==> config.mk <==
export PLATFORM = sky130hd
export DESIGN_NAME = seq_detect_prog
export DESIGN_NICKNAME = d
export VERILOG_FILES = /design/src/rtl/seq_detect_prog.sv
export SDC_FILE = /design/constraint.sdc
export NUM_CORES = 1
export LEC_CHECK = 0
export ABC_AREA = 1
export CAP_MARGIN = 15
export CORE_ASPECT_RATIO = 1.4
export CORE_MARGIN = 2
export CORE_UTILIZATION = 58
export DETAILED_ROUTE_END_ITERATION = 7
export PLACE_DENSITY_LB_ADDON = 0.08
export RECOVER_POWER = 25
export SYNTH_ARGS = -nofsm -noshare
export SYNTH_HDL_FRONTEND = slang
export SYNTH_SLANG_ARGS = --single-unit
export TNS_END_PERCENT = 1
==> constraint.sdc <==
create_clock -name clk -period 4.1 [get_ports clk]
set_clock_uncertainty 0.05 [all_clocks]
set_input_delay 0.41 -clock clk [delete_from_list [all_inputs] [get_ports clk]]
set_output_delay 0.41 -clock clk [all_outputs]
set_load 0.005 [all_outputs]
==> src/rtl/seq_detect_prog.sv <==
// Runtime-programmable serial sequence detector with selectable overlap,
// registered match pulse and saturating match counter.
//
// state | meaning
// UNCFG | no valid configuration held; stream ignored
// RUN   | configuration held; stream shifted and compared
module seq_detect_prog #(
   parameter int MAX_LEN = 8,
   parameter int LEN_W   = 4,
   parameter int CNT_W   = 8
) (
   input  logic               clk,
   input  logic               rst,
   input  logic               cfg_load,
   input  logic [MAX_LEN-1:0] cfg_pattern,
   input  logic [LEN_W-1:0]   cfg_len,
   input  logic               cfg_overlap,
   input  logic               in_valid,
   input  logic               x,
   input  logic               cnt_clr,
   output logic               match,
   output logic [CNT_W-1:0]   match_count,
   output logic               armed,
   output logic               cfg_err
);

   localparam int FILL_W = $clog2(MAX_LEN + 1);

   typedef enum logic {UNCFG, RUN} state_t;

   state_t               state_q, state_d;
   logic [MAX_LEN-1:0]   hist_q, hist_d, hist_n;
   logic [MAX_LEN-1:0]   pat_q, pat_d, mask;
   logic [FILL_W-1:0]    fill_q, fill_d, fill_n;
   logic [LEN_W-1:0]     len_q, len_d;
   logic                 ovl_q, ovl_d;
   logic                 match_q, match_d;
   logic                 err_q, err_d;
   logic [CNT_W-1:0]     cnt_q, cnt_d;
   logic                 cfg_legal;
   logic                 hit;

   assign cfg_legal = (cfg_len != '0) && (int'(cfg_len) <= MAX_LEN);
   assign hist_n    = {hist_q[MAX_LEN-2:0], x};
   assign fill_n    = (fill_q == FILL_W'(MAX_LEN)) ? fill_q : fill_q + FILL_W'(1);

   // Only the low len_q bits of history and pattern take part in the compare.
   always_comb begin
      mask = '0;
      for (int i = 0; i < MAX_LEN; i++) begin
         mask[i] = (i < int'(len_q));
      end
   end

   always_comb begin
      state_d = state_q;
      hist_d  = hist_q;
      fill_d  = fill_q;
      pat_d   = pat_q;
      len_d   = len_q;
      ovl_d   = ovl_q;
      err_d   = err_q;
      hit     = 1'b0;

      if (cfg_load && cfg_legal) begin
         state_d = RUN;
         pat_d   = cfg_pattern;
         len_d   = cfg_len;
         ovl_d   = cfg_overlap;
         hist_d  = '0;
         fill_d  = '0;
      end else begin
         if (cfg_load) begin
            err_d = 1'b1;
         end
         if (state_q == RUN && in_valid) begin
            hit = (int'(fill_n) >= int'(len_q)) && ((hist_n & mask) == (pat_q & mask));
            if (hit && !ovl_q) begin
               hist_d = '0;
               fill_d = '0;
            end else begin
               hist_d = hist_n;
               fill_d = fill_n;
            end
         end
      end

      match_d = hit;

      cnt_d = cnt_q;
      if (cnt_clr) begin
         cnt_d = hit ? CNT_W'(1) : '0;
      end else if (hit && cnt_q != '1) begin
         cnt_d = cnt_q + CNT_W'(1);
      end
   end

   always_ff @(posedge clk or posedge rst) begin
      if (rst) begin
         state_q <= UNCFG;
         hist_q  <= '0;
         fill_q  <= '0;
         pat_q   <= '0;
         len_q   <= '0;
         ovl_q   <= 1'b0;
         match_q <= 1'b0;
         err_q   <= 1'b0;
         cnt_q   <= '0;
      end else begin
         state_q <= state_d;
         hist_q  <= hist_d;
         fill_q  <= fill_d;
         pat_q   <= pat_d;
         len_q   <= len_d;
         ovl_q   <= ovl_d;
         match_q <= match_d;
         err_q   <= err_d;
         cnt_q   <= cnt_d;
      end
   end

   assign match       = match_q;
   assign match_count = cnt_q;
   assign armed       = (state_q == RUN);
   assign cfg_err     = err_q;

endmodule

==> results of run 1 <==
==> cell usage in the layout, fill, tap and decap left out, types with 2 or more instances in the layout <==
| cell type | count |
|---|---|
| sky130_fd_sc_hd__nand2_1 | 97 |
| sky130_fd_sc_hd__dfrtp_1 | 35 |
| sky130_fd_sc_hd__inv_1 | 33 |
| sky130_fd_sc_hd__clkdlybuf4s50_1 | 27 |
| sky130_fd_sc_hd__nor2_1 | 25 |
| sky130_fd_sc_hd__nand3_1 | 14 |
| sky130_fd_sc_hd__nand2_2 | 14 |
| sky130_fd_sc_hd__nand3_2 | 11 |
| sky130_fd_sc_hd__o21ai_0 | 8 |
| sky130_fd_sc_hd__ha_1 | 7 |
| sky130_fd_sc_hd__clkbuf_8 | 5 |
| sky130_fd_sc_hd__nand4_1 | 4 |
| sky130_fd_sc_hd__xor2_1 | 4 |
| sky130_fd_sc_hd__nor3_1 | 4 |
| sky130_fd_sc_hd__nor2_4 | 2 |
| sky130_fd_sc_hd__inv_2 | 2 |
| sky130_fd_sc_hd__or2_2 | 2 |
| sky130_fd_sc_hd__xnor2_1 | 2 |
| sky130_fd_sc_hd__clkbuf_1 | 2 |
| sky130_fd_sc_hd__dlygate4sd3_1 | 2 |
==> cells by family (layout without fill, tap and decap cells) <==
group / Yosys count / count (layout) / share of synthesized area (%)
AOI/OAI and AO/OA: 11 / 11 / 2.87
buffers and inverters: 42 / 72 / 7.95
adders and majority gates: 7 / 7 / 4.19
xor gates and xnor gates: 6 / 6 / 2.51
DFF: 35 / 35 / 41.9
and+or+nand+nor: 177 / 177 / 40.6
==> report_power, final <==
| group | total [mW] | internal, mW | switching [mW] |
|---|---|---|---|
| logic | 0.253 | 0.105 | 0.148 |
| registers | 0.423 | 0.383 | 0.0397 |
| clock network | 0.228 | 0.113 | 0.115 |
| total | 0.904 | 0.601 | 0.303 |
==> layout make-up <==
| class | instances | area (µm²) | share of cell area (%) |
|---|---|---|---|
| multi-input combinational | 201 | 1050 | 42.4 |
| tap | 40 | 50.0 | 2.02 |
| timing repair buffer | 30 | 294 | 11.9 |
| sequential | 35 | 876 | 35.4 |
| clock buffer | 6 | 72.6 | 2.93 |
| inverter | 36 | 135 | 5.45 |
==> through the flow <==
stage,cell area [µm²],setup WS (ns),hold WS [ns]
global placement,2410,1.65,0.390
global route,2480,1.46,0.441
detailed placement,2410,1.59,0.399
CTS,2480,1.61,0.417
floorplan,2090,1.92,0.401
finish,2480,1.63,0.412
==> sequential cells by signal, summed over array words and instances, names as in the netlist <==
name	cells
match_count	8
pat_q	8
cfg_err	1
fill_q	4
ovl_q	1
armed	1
hist_q	7
match	1
len_q	4
==> layer usage <==
metal | vias to the layer above | share of wire [%] | global-route usage (%)
met5 | - | 0 | 0
met4 | 0 | 3.0 | 13.1
met3 | 11 | 2.5 | 6.15
met2 | 24 | 55 | 47.1
met1 | 807 | 39 | 26.1
li1 | 916 | - | -
==> worst max path at each step <==
| stage | startpoint | to | slack, ns |
|---|---|---|---|
| 3_5_place_dp | cfg_len[1] | match_count[4] | 1.59 |
| 4_1_cts | fill_q[0] | fill_q[1] | 1.61 |
| 5_1_grt | fill_q[0] | hist_q[2] | 1.46 |
| 2_1_floorplan | fill_q[0] | fill_q[0] | 1.92 |
| 3_3_place_gp | cfg_len[1] | match_count[7] | 1.65 |
| 6_report | fill_q[0] | fill_q[1] | 1.63 |
==> worst reg2reg max path: stages (launching register included) <==
cell,delay (ns)
sky130_fd_sc_hd__dfrtp_1,0.42
sky130_fd_sc_hd__inv_1,0.10
sky130_fd_sc_hd__ha_1,0.14
sky130_fd_sc_hd__nand2_1,0.05
sky130_fd_sc_hd__nor2_1,0.14
sky130_fd_sc_hd__xor2_1,0.25
sky130_fd_sc_hd__inv_1,0.07
sky130_fd_sc_hd__ha_1,0.28
sky130_fd_sc_hd__nand4_1,0.09
sky130_fd_sc_hd__nand3_1,0.17
sky130_fd_sc_hd__and2_4,0.22
sky130_fd_sc_hd__nand2_2,0.24
sky130_fd_sc_hd__nand3_1,0.12
sky130_fd_sc_hd__nand2_1,0.08
==> flow_summary.ini, run 1 <==
[outcome]
status = finished, final reports clean

[power]
power_per_cell_area_nw_per_um2 = 365
leakage_nw = 1.28
p_total_mw = 0.904
worst_ir_drop_vdd_mv = 0.251

[layout]
final_layout_size_suffix_gt1_share_pct = 12.7
area_growth_syn_to_layout_pct = 18.4
post-route-util_pct = 72.7
number_of_antenna_cells_inserted = 0
fin_cells = 348
nets = 335
fillerInstances = 285

[setup_path]
timing.critical_path.required_ns = 4.28
critPathMaxStageDelay_ns = 0.42
number_of_logic_stages_on_the_critical_path_including_buffering = 13
timing.critical_path.from_type = register
critical_path.reg2reg.endpoint = fill_q[1]
critPathCaptureType = register
r2r_start = fill_q[0]
cp.buffers_inverters = 2
reg2regPathDepth = 13
setup.reg_to_reg.worst_slack_ns = 1.63
critical_path.slowest_cell = sky130_fd_sc_hd__dfrtp_1
critPathArrivalTime_ns = 2.65
critical-path-top-delay-family = simple AND/OR/NAND/NOR gates
critical_path_peak_fanout = 11
critical_path.cell_chain = inv_1 > ha_1 > nand2_1 > nor2_1 > xor2_1 > inv_1 > ha_1 > nand4_1 > nand3_1 > and2_4 > nand2_2 > nand3_1 > nand2_1
timing.setup.critical_path_class = register to register

[die]
die_h_um = 75.1
floorplan.die_area_um2 = 4110
start_util_pct = 61.4
i_o_pins = 30
die_width_um = 54.8
coreArea_um2 = 3410
core.rowCount = 25

[synthesis]
synth.top_cells.by_count = sky130_fd_sc_hd__nand2_1 (97), sky130_fd_sc_hd__dfrtp_1 (35), sky130_fd_sc_hd__inv_1 (33), sky130_fd_sc_hd__nor2_1 (25)
netlist_area_pre_place_um2 = 2090
synth_warnings = 0
synthMostInstantiatedCell = sky130_fd_sc_hd__nand2_1
synth_cell_types = 27
synth_seq_area_share_pct = 41.9
synthesis.instances = 278
synth_top_area_share_pct = 41.9
synth_top_flop_cell = sky130_fd_sc_hd__dfrtp_1
synth_edf_count = 0
avgSynthCellArea_um2 = 7.53
share_of_synthesized_registers_carrying_an_async_set_or_reset_pct = 100
synth.area.top_cells = sky130_fd_sc_hd__dfrtp_1 (42%), sky130_fd_sc_hd__nand2_1 (17%), sky130_fd_sc_hd__inv_1 (5.9%)
yosys.area.top_type = sky130_fd_sc_hd__dfrtp_1
synth_seq_cells = 35
synthesis.nets = 304

[clock_network]
tritoncts = done
path_clk_slew_ns = 0.06
clock-root-buffer = sky130_fd_sc_hd__clkbuf_8
ctsHoldBuffers = 0
h-tree-depth = 2
cts_buffers = 5
insertion_delay_ns = 0.29
ctsResizeCount = 0
clockBufferDepth = 2
post_cts.repair.setup_buffers = 0
clock_sinks = 35

[global_route]
maximum_number_of_pins_on_one_net_before_global_route_repair = 21
grt_antenna_before_repair = 0
grt-ovfl-total = 0
grt_pass1_vias = 1717
grt.total_usage_pct = 25.8
grt_pass1_wl_um = 7290

[route]
residual_drc_count = 0
detailed_routing_iteration_count_for_the_pre_antenna_repair_pass = 5
dr_total_vias = 1758
drt-total-wl_um = 4450
initialDrtViolationCount = 18
wl_per_cell_um = 12.8
vias_per_cell = 5.05
drtAntennaViolNets = 0

[min_path]
worstHoldEndpoint = cfg_err
worst_hold_startpoint = cfg_err
min_path_type = register to register
holdPathStages = 1

[timing]
setup_violations = 0
slew_headroom_pct = 39.2
finalMaxSlewViolations = 0
worst-slew-pin-transition_ns = 0.913
timing.final.crit_share_pct = 60.3
grt_setup_unrepaired = no
period_needed_ns = 2.47
setup_total_negative_slack_ns = 0
fmaxAchievable_mhz = 405
hold_viol_final = 0

[placed_design]
placement.io_buffers = 29
gpl.final_weighted_congestion = 0.807
placedCellCount = 342
detailed_place_hpwl_um = 3440

[flow_run]
maxCapViolCount = 0
(Power assumes the default switching activity.)
==> run 2: changes to the inputs <==
--- a/config.mk
+++ b/config.mk
@@ -9,7 +9,7 @@
 export CAP_MARGIN = 15
 export CORE_ASPECT_RATIO = 1.4
 export CORE_MARGIN = 2
-export CORE_UTILIZATION = 58
+export CORE_UTILIZATION = 54
 export DETAILED_ROUTE_END_ITERATION = 7
 export PLACE_DENSITY_LB_ADDON = 0.08
 export RECOVER_POWER = 25
==> constraint.sdc (replaced) <==
create_clock -name clk -period 2.6 [get_ports clk]
set_clock_uncertainty 0.05 [all_clocks]
set_input_delay 0.26 -clock clk [delete_from_list [all_inputs] [get_ports clk]]
set_output_delay 0.26 -clock clk [all_outputs]
set_load 0.005 [all_outputs]
==> run 2 against run 1 <==
Net effect: critical path depth is the same; total power grew 65%; cell area grew 1.6%; clock power grew 91%; critical path type unchanged.
==> flow_summary.ini, run 2 (synthesis results as in run 1) <==
[clock_network]
cts_buffers = 5
tritoncts = done
ctsHoldBuffers = 0
clock-root-buffer = sky130_fd_sc_hd__clkbuf_8
clockBufferDepth = 2
path_clk_slew_ns = 0.07
post_cts.repair.setup_buffers = 0
clock_sinks = 35
ctsResizeCount = 0
insertion_delay_ns = 0.29
h-tree-depth = 2

[setup_path]
cp.buffers_inverters = 2
critPathMaxStageDelay_ns = 0.41
timing.critical_path.required_ns = 2.78
timing.setup.critical_path_class = register to register
timing.critical_path.from_type = register
reg2regPathDepth = 13
critical_path.slowest_cell = sky130_fd_sc_hd__dfrtp_1
critPathArrivalTime_ns = 2.60
r2r_start = fill_q[0]
critical-path-top-delay-family = simple AND/OR/NAND/NOR gates
critical_path.cell_chain = inv_1 > ha_1 > nand2_1 > nor2_1 > xor2_1 > inv_1 > ha_1 > nand4_1 > nand3_1 > and2_4 > nand2_2 > nand3_1 > nand2_1
critical_path.reg2reg.endpoint = fill_q[1]
critical_path_peak_fanout = 11
critPathCaptureType = register
setup.reg_to_reg.worst_slack_ns = 0.17

[min_path]
worst_hold_startpoint = cfg_err
worstHoldEndpoint = cfg_err
holdPathStages = 1
min_path_type = register to register

[outcome]
status = finished, final reports clean

[layout]
nets = 336
final_cell_mix = sky130_fd_sc_hd__nand2_1 (97), sky130_fd_sc_hd__dfrtp_1 (35), sky130_fd_sc_hd__inv_1 (33), sky130_fd_sc_hd__clkdlybuf4s50_1 (28), sky130_fd_sc_hd__nor2_1 (25)
register_area_um2 = 876
fillerInstances = 304
final_layout_size_suffix_gt1_share_pct = 13.8
number_of_antenna_cells_inserted = 0
area_growth_syn_to_layout_pct = 20.3
final_common_cell = sky130_fd_sc_hd__nand2_1
multiInputGateArea_um2 = 1050

[global_route]
grt_pass1_wl_um = 7570
grt-ovfl-total = 0
grt_pass1_vias = 1786
grt_antenna_before_repair = 0
maximum_number_of_pins_on_one_net_before_global_route_repair = 36
grt.total_usage_pct = 22.0

[route]
drt-total-wl_um = 4320
drtAntennaViolNets = 0
wl_per_cell_um = 12.2
initialDrtViolationCount = 33
dr_total_vias = 1760
vias_per_cell = 4.99
detailed_routing_iteration_count_for_the_pre_antenna_repair_pass = 4
residual_drc_count = 0

[timing]
worst-slew-pin-transition_ns = 0.866
setup_violations = 0
setup_total_negative_slack_ns = 0
timing.final.crit_share_pct = 93.4
post_route_worst_hold_slack_ns = 0.403
period_needed_ns = 2.43
hold_viol_final = 0
grt_setup_unrepaired = no
slew_headroom_pct = 42.3
fmaxAchievable_mhz = 412
finalMaxSlewViolations = 0
final.setup.worst_slack_ns = 0.173

[power]
power_per_cell_area_nw_per_um2 = 595
p_total_mw = 1.50
worst_ir_drop_vdd_mv = 0.365
leakage_nw = 1.30

[die]
die_h_um = 77.6
coreArea_um2 = 3680
floorplan.die_area_um2 = 4400
core.rowCount = 26
start_util_pct = 56.9
die_width_um = 56.6
i_o_pins = 30

[placed_design]
gpl.final_weighted_congestion = 0.794
placement.io_buffers = 29
place_worst_setup_slack_ns = 0.174
detailed_place_hpwl_um = 3250

[flow_run]
maxCapViolCount = 0
[run 2: cell count changes in the layout (fill, tap and decap cells not counted), sizes merged]
cell | previous run | this run
buf | 0 | 1
clkbuf | 7 | 9
clkdlybuf4s50 | 27 | 28
dlygate4sd3 | 2 | 1
[run 2: how the worst max path moves through the flow]
stage / start / to / slack, ns / cells past startpoint
detailed placement: fill_q[0] / fill_q[1] / 0.17 / 13
global route: fill_q[0] / fill_q[1] / 0.0007 / 13
global placement: fill_q[0] / fill_q[1] / 0.26 / 13
floorplan: fill_q[0] / fill_q[0] / 0.42 / 14
finish: fill_q[0] / fill_q[1] / 0.17 / 13
CTS: fill_q[0] / fill_q[1] / 0.16 / 13
[run 2: worst reg2reg max path, cell delays in order, from the launching register on]
cell,delay (ns)
sky130_fd_sc_hd__dfrtp_1,0.41
sky130_fd_sc_hd__inv_1,0.10
sky130_fd_sc_hd__ha_1,0.15
sky130_fd_sc_hd__nand2_1,0.05
sky130_fd_sc_hd__nor2_1,0.15
sky130_fd_sc_hd__xor2_1,0.23
sky130_fd_sc_hd__inv_1,0.06
sky130_fd_sc_hd__ha_1,0.27
sky130_fd_sc_hd__nand4_1,0.08
sky130_fd_sc_hd__nand3_1,0.16
sky130_fd_sc_hd__and2_4,0.21
sky130_fd_sc_hd__nand2_2,0.25
sky130_fd_sc_hd__nand3_1,0.12
sky130_fd_sc_hd__nand2_1,0.07
[run 2: power breakdown]
| group | leakage (nW) | internal (mW) | switching (mW) |
|---|---|---|---|
| logic | 0.800 | 0.167 | 0.231 |
| clock network | 0.0515 | 0.242 | 0.193 |
| registers | 0.450 | 0.603 | 0.0601 |
[run 2: stage by stage]
| stage | cell area, µm² | utilization (%) | std cells |
|---|---|---|---|
| after floorplan | 2090 | - | 278 |
| after global placement | 2420 | 65.8 | 345 |
| after detailed placement | 2420 | 65.8 | 345 |
| after CTS | 2520 | 68.5 | 353 |
| after global routing | 2520 | 68.4 | 353 |
| final | 2520 | 68.4 | 353 |
[run 2: final cells by class]
cell class	instances	share of cell area, %
Multi-Input combinational cell	201	41.7
Sequential cell	35	34.8
Timing Repair Buffer	31	12.0
Inverter	36	5.37
Clock buffer	8	3.98
Tap cell	42	2.09
[run 2: metal layers]
metal / share of wire [%] / GRT usage (%)
met1: 40 / 22.8
met2: 55 / 42.4
met3: 3.1 / 4.17
met4: 1.9 / 7.62
met5: 0 / 0
==> run 3: changes to the inputs <==
--- a/config.mk
+++ b/config.mk
@@ -11,7 +11,7 @@
 export CORE_MARGIN = 2
 export CORE_UTILIZATION = 54
 export DETAILED_ROUTE_END_ITERATION = 7
-export PLACE_DENSITY_LB_ADDON = 0.08
+export PLACE_DENSITY = 0.79
 export RECOVER_POWER = 25
 export SYNTH_ARGS = -nofsm -noshare
 export SYNTH_HDL_FRONTEND = slang
==> run 3 against run 2 <==
Net effect: clock power up 17%; largest cell class unchanged; via count up 0.85%; fmax up 2.5%; die area unchanged; the run now ends with max-capacitance violations, max-slew violations left; clock-buffer cell count down 2.
==> flow_summary.ini, run 3 (synthesis results as in run 1) <==
[placed_design]
gpl.final_weighted_congestion = 0.805
detailed_place_hpwl_um = 3240
placedCellCount = 345
placement.io_buffers = 29

[clock_network]
insertion_delay_ns = 0.29
clock_sinks = 35
tritoncts = done
h-tree-depth = 2
cts_buffers = 5
clock-root-buffer = sky130_fd_sc_hd__clkbuf_8
path_clk_slew_ns = 0.06
clockBufferDepth = 2

[setup_path]
r2r_start = fill_q[0]
reg2regPathDepth = 13
critPathMaxStageDelay_ns = 0.41
critical_path.reg2reg.endpoint = fill_q[1]
critical_path_peak_fanout = 11
timing.critical_path.required_ns = 2.78
critical-path-top-delay-family = simple AND/OR/NAND/NOR gates
setup.reg_to_reg.worst_slack_ns = 0.23
timing.setup.critical_path_class = register to register
cp.buffers_inverters = 2
timing.critical_path.from_type = register
critical_path.cell_chain = inv_1 > ha_1 > nand2_1 > nor2_1 > xor2_1 > inv_1 > ha_1 > nand4_1 > nand3_1 > and2_4 > nand2_4 > nand3_1 > nand2_1
critical_path.slowest_cell = sky130_fd_sc_hd__dfrtp_1
critPathArrivalTime_ns = 2.55
critPathCaptureType = register

[global_route]
grt-ovfl-total = 0
grt_antenna_before_repair = 0
maximum_number_of_pins_on_one_net_before_global_route_repair = 36
grt_pass1_wl_um = 7770
grt.total_usage_pct = 22.7
grt_pass1_vias = 1789

[die]
core.rowCount = 26
floorplan.die_area_um2 = 4400
die_h_um = 77.6
coreArea_um2 = 3680
i_o_pins = 30
start_util_pct = 56.9
die_width_um = 56.6

[route]
vias_per_cell = 5.03
drtAntennaViolNets = 0
residual_drc_count = 0
initialDrtViolationCount = 34
dr_total_vias = 1775
drt-total-wl_um = 4380
wl_per_cell_um = 12.4
detailed_routing_iteration_count_for_the_pre_antenna_repair_pass = 4

[layout]
final_cell_mix = sky130_fd_sc_hd__nand2_1 (97), sky130_fd_sc_hd__dfrtp_1 (35), sky130_fd_sc_hd__inv_1 (33), sky130_fd_sc_hd__clkdlybuf4s50_1 (29), sky130_fd_sc_hd__nor2_1 (25)
final_layout_size_suffix_gt1_share_pct = 13.8
fin_cells = 353
nets = 336
number_of_antenna_cells_inserted = 0
final_common_cell = sky130_fd_sc_hd__nand2_1
area_growth_syn_to_layout_pct = 21.5

[min_path]
worst_hold_startpoint = cfg_err
holdPathStages = 1
worstHoldEndpoint = cfg_err
min_path_type = register to register

[timing]
worst-slew-pin-transition_ns = 1.86
hold_viol_final = 0
fmaxAchievable_mhz = 422
setup_violations = 0
slew_headroom_pct = -23.9
timing.final.crit_share_pct = 91.1
grt_setup_unrepaired = no
finalMaxSlewViolations = 36
period_needed_ns = 2.37
setup_total_negative_slack_ns = 0

[outcome]
status = finished with violations
violations = max-capacitance violations, max-slew violations

[power]
leakage_nw = 1.32
power_per_cell_area_nw_per_um2 = 621
worst_ir_drop_vdd_mv = 0.599

[flow_run]
maxCapViolCount = 1
-- run 3: changes by cell type in the layout (fill, tap and decap cells not counted) --
cell,change
sky130_fd_sc_hd__clkbuf_8,-1
sky130_fd_sc_hd__bufinv_16,+1
sky130_fd_sc_hd__clkbuf_2,-1
sky130_fd_sc_hd__dlygate4sd3_1,-1
sky130_fd_sc_hd__clkinv_2,+1
sky130_fd_sc_hd__nand2_4,+2
sky130_fd_sc_hd__clkdlybuf4s50_1,+1
sky130_fd_sc_hd__nand2_2,-2
-- run 3: power breakdown --
part / switching, mW / internal, mW
combinational: 0.236 / 0.169
clock: 0.199 / 0.310
sequential: 0.0622 / 0.603
-- run 3: worst max path at each step --
| stage | startpoint | endpoint | slack (ns) | cells past startpoint |
|---|---|---|---|---|
| finish | fill_q[0] | fill_q[1] | 0.23 | 13 |
| global route | fill_q[0] | match_count[0] | 0.02 | 14 |
| CTS | fill_q[0] | fill_q[1] | 0.12 | 13 |
| detailed placement | fill_q[0] | fill_q[1] | 0.15 | 13 |
| global placement | fill_q[0] | fill_q[1] | 0.26 | 13 |
| floorplan | fill_q[0] | fill_q[0] | 0.42 | 14 |
-- run 3: per-layer routing --
metal / routed length, µm / part of all wire [%] / vias to the layer above / track usage (%)
met5: 0 / 0 / - / 0
met4: 143 / 3.3 / 0 / 11.9
met3: 125 / 2.9 / 12 / 4.33
met2: 2360 / 54 / 34 / 40.2
met1: 1740 / 40 / 807 / 25.1
li1: - / - / 922 / -
-- run 3: worst reg2reg max path, stage by stage (launching register included) --
cell	delay [ns]
sky130_fd_sc_hd__dfrtp_1	0.41
sky130_fd_sc_hd__inv_1	0.10
sky130_fd_sc_hd__ha_1	0.15
sky130_fd_sc_hd__nand2_1	0.06
sky130_fd_sc_hd__nor2_1	0.16
sky130_fd_sc_hd__xor2_1	0.24
sky130_fd_sc_hd__inv_1	0.08
sky130_fd_sc_hd__ha_1	0.27
sky130_fd_sc_hd__nand4_1	0.09
sky130_fd_sc_hd__nand3_1	0.17
sky130_fd_sc_hd__and2_4	0.22
sky130_fd_sc_hd__nand2_4	0.15
sky130_fd_sc_hd__nand3_1	0.09
sky130_fd_sc_hd__nand2_1	0.07
-- run 3: metrics by stage --
| stage | setup WS, ns | instance area, µm² | power, mW | utilization [%] | hold WS [ns] |
|---|---|---|---|---|---|
| after global placement | 0.263 | 2420 | 1.06 | 65.8 | 0.398 |
| final | 0.231 | 2540 | 1.58 | 69.2 | 0.408 |
| after floorplan | 0.421 | 2090 | 0.956 | - | 0.320 |
| after CTS | 0.124 | 2540 | 1.59 | 69.0 | 0.323 |
| after global routing | 0.0202 | 2540 | 1.68 | 69.2 | 0.464 |
| after detailed placement | 0.149 | 2420 | 1.08 | 65.8 | 0.401 |
-- run 3: area by class of cell --
class	instances	area [µm²]
sequential	35	876
multi-input combinational	201	1060
clock buffer	6	82.6
timing repair buffer	31	302
fill	320	1130
clock inverter	2	35.0
tap	42	52.6
inverter	36	135
-- run 3: repair_timing --
item / 4_1_cts / 5_1_grt
resized for setup: 0 / 2
setup endpoints to repair: 0 / 16
hold buffers: 0 / 0
setup buffers: 0 / 0
